`src/rtl/dict_create_pkg.sv`:
```
// Shared types and constants for the dictionary header writer.
// The header is two link bytes, one length byte, then the name.
package dict_create_pkg;

    typedef enum logic [2:0] {
        IDLE,
        LF0,
        LF1,
        LEN,
        RD,
        WR,
        DONE
    } create_sts;

    localparam int NAME_MAX = 31;
    localparam int HDR_SZ   = 3;

endpackage

```
`src/rtl/dict_create.sv`:
```
// Dictionary header writer: links a new header to LAST, writes the length
// and copies the name out of the TIB, then advances HERE and LAST.
module dict_create
    import dict_create_pkg::*;
#(
    parameter int             ASZ      = 16,
    parameter logic [ASZ-1:0] HERE0    = 16'h0100,
    parameter logic [ASZ-1:0] DICT_END = 16'hF000
) (
    input  logic           clk,
    input  logic           rst_n,
    input  logic           start,
    input  logic [ASZ-1:0] tib,
    input  logic [7:0]     len,
    input  logic [7:0]     mem_din,
    output logic [ASZ-1:0] mem_a,
    output logic           mem_we,
    output logic [7:0]     mem_dout,
    output logic           bsy,
    output logic           done,
    output logic           err,
    output logic [ASZ-1:0] here,
    output logic [ASZ-1:0] last
);

    create_sts      state_q, state_d;
    logic [ASZ-1:0] tib_q,   tib_d;
    logic [4:0]     len_q,   len_d;
    logic [ASZ-1:0] base_q,  base_d;
    logic [4:0]     i_q,     i_d;
    logic [ASZ-1:0] here_q,  here_d;
    logic [ASZ-1:0] last_q,  last_d;
    logic           err_q,   err_d;

    logic           len_ok;
    logic           fits;
    logic [ASZ:0]   new_end;
    logic [ASZ-1:0] name_end;
    logic [15:0]    link16;

    // One extra bit keeps a HERE near the top of memory from wrapping past the check.
    assign new_end  = {1'b0, here_q} + (ASZ+1)'(HDR_SZ) + {{(ASZ-7){1'b0}}, len};
    assign fits     = new_end <= {1'b0, DICT_END};
    assign len_ok   = (len != 8'd0) && (len <= 8'(NAME_MAX));
    assign name_end = base_q + ASZ'(HDR_SZ) + ASZ'(len_q);
    assign link16   = 16'(last_q);

    always_comb begin
        state_d = state_q;
        tib_d   = tib_q;
        len_d   = len_q;
        base_d  = base_q;
        i_d     = i_q;
        here_d  = here_q;
        last_d  = last_q;
        err_d   = 1'b0;
        case (state_q)
            IDLE: begin
                if (start) begin
                    if (len_ok && fits) begin
                        tib_d   = tib;
                        len_d   = len[4:0];
                        base_d  = here_q;
                        i_d     = 5'd0;
                        state_d = LF0;
                    end else begin
                        err_d = 1'b1;
                    end
                end
            end
            LF0: state_d = LF1;
            LF1: state_d = LEN;
            LEN: state_d = RD;
            RD:  state_d = WR;
            WR: begin
                if (i_q == len_q - 5'd1) begin
                    state_d = DONE;
                    last_d  = base_q;
                    here_d  = name_end;
                end else begin
                    i_d     = i_q + 5'd1;
                    state_d = RD;
                end
            end
            DONE:    state_d = IDLE;
            default: state_d = IDLE;
        endcase
    end

    always_ff @(posedge clk or negedge rst_n) begin
        if (!rst_n) begin
            state_q <= IDLE;
            tib_q   <= '0;
            len_q   <= '0;
            base_q  <= '0;
            i_q     <= '0;
            here_q  <= HERE0;
            last_q  <= '0;
            err_q   <= 1'b0;
        end else begin
            state_q <= state_d;
            tib_q   <= tib_d;
            len_q   <= len_d;
            base_q  <= base_d;
            i_q     <= i_d;
            here_q  <= here_d;
            last_q  <= last_d;
            err_q   <= err_d;
        end
    end

    // Memory port is a pure decode of the registered state so the arbiter sees it glitch-free.
    always_comb begin
        mem_a    = '0;
        mem_we   = 1'b0;
        mem_dout = 8'h00;
        case (state_q)
            LF0: begin
                mem_a    = base_q;
                mem_we   = 1'b1;
                mem_dout = link16[7:0];
            end
            LF1: begin
                mem_a    = base_q + ASZ'(1);
                mem_we   = 1'b1;
                mem_dout = link16[15:8];
            end
            LEN: begin
                mem_a    = base_q + ASZ'(2);
                mem_we   = 1'b1;
                mem_dout = {3'b000, len_q};
            end
            RD: begin
                mem_a = tib_q + ASZ'(i_q);
            end
            WR: begin
                mem_a    = base_q + ASZ'(HDR_SZ) + ASZ'(i_q);
                mem_we   = 1'b1;
                mem_dout = mem_din;
            end
            default: begin
                mem_a    = '0;
                mem_we   = 1'b0;
                mem_dout = 8'h00;
            end
        endcase
    end

    assign bsy  = (state_q != IDLE);
    assign done = (state_q == DONE);
    assign err  = err_q;
    assign here = here_q;
    assign last = last_q;

endmodule

```
`config.mk`:
```
export PLATFORM = sky130hd
export DESIGN_NAME = dict_create
export DESIGN_NICKNAME = d
export VERILOG_FILES = /design/src/rtl/dict_create_pkg.sv /design/src/rtl/dict_create.sv
export SDC_FILE = /design/constraint.sdc
export NUM_CORES = 1
export LEC_CHECK = 0
export ABC_AREA = 1
export CORE_MARGIN = 2
export CORE_UTILIZATION = 23
export DETAILED_ROUTE_END_ITERATION = 8
export SETUP_SLACK_MARGIN = 0.2
export SYNTH_ARGS = -nofsm -noshare
export SYNTH_HDL_FRONTEND = slang
export SYNTH_SLANG_ARGS = --single-unit
```
`constraint.sdc`:
```
create_clock -name clk -period 4 [get_ports clk]
set_clock_uncertainty 0.15 [all_clocks]
set_input_delay 1 -clock clk [delete_from_list [all_inputs] [get_ports clk]]
set_output_delay 1 -clock clk [all_outputs]
set_load 0.1 [all_outputs]
```
==> flow_summary_export.csv <==
group,metric,value,unit
global_route,grt_pass1_vias,6860,
sta,finalSetupViolCount,11,
sta,whs,320,ps
clocking,h-tree-depth,3,
synthesis,syn_nets,1042,
power,p_clk_share,18.1,%
routing,via_per_inst,4.72,
final_layout,drive_gt1_share,26.8,%
sta,min_period,4340,ps
clocking,clk_pin_slew,60,ps
setup_path,cp_max_fo,4,
routing,firstDrtPassIters,5,
synthesis,synth_flop_cell,"dfrtp_1",
routing,antenna_left,0,
placed_design,place_ws,-367,ps
synthesis,yosys_warnings,0,
global_route,busiest_layer,"met2",
die,die-area,0.0302,mm2
run,maxCapViolCount,0,
clocking,clockBufferDepth,2,
setup_path,cp_num_cells,18,
clocking,cts-root-buf,"clkbuf_16",
global_route,gr-usage-met3,3.71,%
synthesis,synth_cell_type_count,59,
placed_design,place_congestion,0.884,
synthesis,synth-seq-area-share,29.4,%
clocking,clock_latency,350,ps
routing,vias,7176,
setup_path,max_stage_delay,450,ps
die,initial_core_util,23.3,%
die,die_h,174,um
final_layout,fin_area,0.00982,mm2
die,rows,62,
power,design_power_total,4.79,mW
setup_path,worst_r2r_path_depth,19,
power,peakVddDrop,0.356,mV
setup_path,crit_arrival,3190,ps
global_route,gr-total-overflow,0,
setup_path,r2r-start,"here[1]$_DFFE_PN0P_",
global_route,grtUsageTotal,16.3,%
run_status,violations,"negative setup slack",
synthesis,syn_avg_cell_area,6.83,um2
die,io_pins,95,
run_status,status,"finished, violations left",
sta,hold_viol,0,
sta,rsz0062_at_grt,"yes",
routing,wire_per_inst,16.8,um
sta,drv_slew,0,
clocking,numCtsBuffers,9,
placed_design,dp_hpwl,19.1,mm
setup_path,cp.buffers_inverters,3,
final_layout,diodes,0,
sta,slew_headroom,29.5,%
sta,worst_pin_slew,1060,ps
global_route,antenna_found_initial,0,
setup_path,endpoint,"mem_a[10]",
power,power.internal,2.40,mW
setup_path,end_kind,"output port",
global_route,grtUsageMet2,24.8,%
synthesis,synthArstFlopShare,100,%
power,power_frac_comb,60.0,%
hold_path,holdCritStartpoint,"tib_q[6]$_DFFE_PN0P_",
global_route,grtUsageMet1,21.7,%
routing,drc,0,
synthesis,netlist_instances,972,
final_layout,area_growth,47.9,%
setup_path,r2r-end,"base_q[3]$_DFFE_PN0P_",
setup_path,crit_start,"base_q[1]$_DFFE_PN0P_",
final_layout,nets,1201,
synthesis,ys_ff_latch,78,
die,die_w,174,um
setup_path,critPathKind,"flop to output port",
power,power_density,488,mW/mm2
global_route,grt_pass1_wl,38.5,mm
setup_path,crit_top_cell,"nand2_2",
clocking,hold_buffers,0,
routing,routed_wl,25.4,mm
setup_path,cp_slowest_cell,"dfrtp_2",
clocking,clock-sinks,78,
global_route,grt_max_degree,79,
placed_design,place_area,0.00896,mm2
power,p_seq_share,21.9,%
synthesis,netlist_area,0.00664,mm2
setup_path,r2r_setup_slack,730,ps
die,core,0.0285,mm2
setup_path,startpoint_type,"flop",
setup_path,cp_top_family,"simple AND/OR/NAND/NOR gates",
routing,drt_iter0_drc,613,
sta,setup_slack,-338,ps
sta,fmax,0.231,GHz
sta,period_share,108,%
clocking,cts_tree,"yes",
setup_path,cp.required,2850,ps
power,total_leakage_power,4.47,nW
placed_design,port_buffers,94,
hold_path,min_path_type,"flop to flop",
power,power.switching,2.39,mW
sta,fin_setup_tns,-2630,ps
power,swShare,49.9,%
synthesis,synth_edf_count,0,
setup_path,crit_chain,"inv_4 -> ha_4 -> nand2_2 -> nand2_2 -> xor2_2 -> nand2_1 -> nand2_2 -> ha_4 -> inv_1 -> o31ai_4 -> a21oi_2 -> nor2_2 -> nand4_2 -> nor2_4 -> xor2_1 -> nand2_2 -> nand2_8 -> buf_12",
==> registers in the layout, indices dropped and copies added (netlist names) <==
register and cells:
here 16, state_q 3, len_q 5, err 1
tib_q 16, i_q 5, last 16, base_q 16
==> area by class of cell <==
class | instances | area [um2]
fill | 3057 | 18700
tap | 384 | 480
multi-input combinational | 731 | 4650
clock inverter | 3 | 43.8
inverter | 125 | 474
clock buffer | 12 | 256
sequential | 78 | 1960
timing repair buffer | 186 | 1950
==> synth_stat cells (8+ instances only) <==
cell type	number	area (um2)
nand2_1	301	1130
inv_1	119	447
dfrtp_1	77	1930
o21ai_0	63	315
nand3_1	60	300
nor2_1	60	225
nand4_1	48	300
ha_1	32	400
a21oi_1	23	115
xor2_1	21	184
clkbuf_1	19	71.3
nand2_2	12	75.1
nor3_1	12	60.1
xnor2_1	10	87.6
o2111ai_1	8	70.1
==> worst min-delay path by stage <==
| stage | to | slack, ps | depth (start not counted) |
|---|---|---|---|
| global route | tib_q[6]$_DFFE_PN0P_ | 340 | 2 |
| finish | tib_q[6]$_DFFE_PN0P_ | 320 | 2 |
| global placement | tib_q[6]$_DFFE_PN0P_ | 300 | 2 |
| floorplan | tib_q[6]$_DFFE_PN0P_ | 280 | 2 |
| detailed placement | tib_q[9]$_DFFE_PN0P_ | 310 | 2 |
| CTS | tib_q[6]$_DFFE_PN0P_ | 330 | 2 |
==> cell usage in the layout, fill, tap and decap left out, types with 8 or more instances in the layout <==
cell,synthesis,final
a21oi_1,23,16
buf_12,0,27
buf_4,7,103
clkbuf_16,0,13
clkdlybuf4s50_1,0,44
dfrtp_1,77,73
ha_1,32,18
ha_4,0,12
inv_1,119,110
inv_2,6,13
nand2_1,301,277
nand2_2,12,28
nand2_4,2,8
nand3_1,60,54
nand4_1,48,48
nor2_1,60,56
nor3_1,12,9
o21ai_0,63,55
o21ai_2,7,13
xnor2_1,10,9
xor2_1,21,19
==> per-stage QoR <==
stage	std cells	util [%]
CTS	1507	33.2
floorplan	972	-
global route	1519	34.4
finish	1519	34.4
global placement	1486	31.4
detailed placement	1486	31.4
==> logic make-up after synthesis <==
kind of cell / share of synthesized area (%)
compound gates: 12.8
buf+inv: 10.4
flops: 29.4
xor+xnor: 4.75
simple gates: 35.7
fa+ha+maj: 6.94
==> worst reg2reg max path, stage by stage (launching register included) <==
cell and delay, ps:
dfrtp_1 380, inv_1 80, ha_1 290, inv_1 90
ha_4 140, inv_2 30, fa_2 500, nand3_1 70
a21oi_1 120, nand3_1 90, nor2_1 120, nand3_1 90
nor2_1 110, nand3_1 90, nand2_2 90, and2_4 180
nand3_4 180, clkbuf_16 240, nand2_1 50, nand2_1 50
==> power by group through the flow <==
| stage | combinational [mW] | sequential [mW] | clock [mW] |
|---|---|---|---|
| finish | 2.87 | 1.05 | 0.867 |
| global route | 3.07 | 1.06 | 0.907 |
| CTS | 2.77 | 1.04 | 0.883 |
| detailed placement | 2.67 | 1.05 | 0 |
| global placement | 2.65 | 1.05 | 0 |
| floorplan | 1.67 | 1.12 | 0 |
==> per-layer routing <==
metal  routed length, um  part of all wire (%)  up-vias
li1                    -                     -     3494
met1               11300                    45     3372
met2               11400                    45      250
met3                1650                   6.5       60
met4                1110                   4.4        0
met5                   0                     0        -
==> repair_timing <==
item,in CTS,in global routing
cloned,0,4
setup buffers,6,8
pin swaps,24,29
setup endpoints to repair,56,57
hold endpoints to repair,0,0
resized for setup,42,51
(Power assumes the default switching activity.)
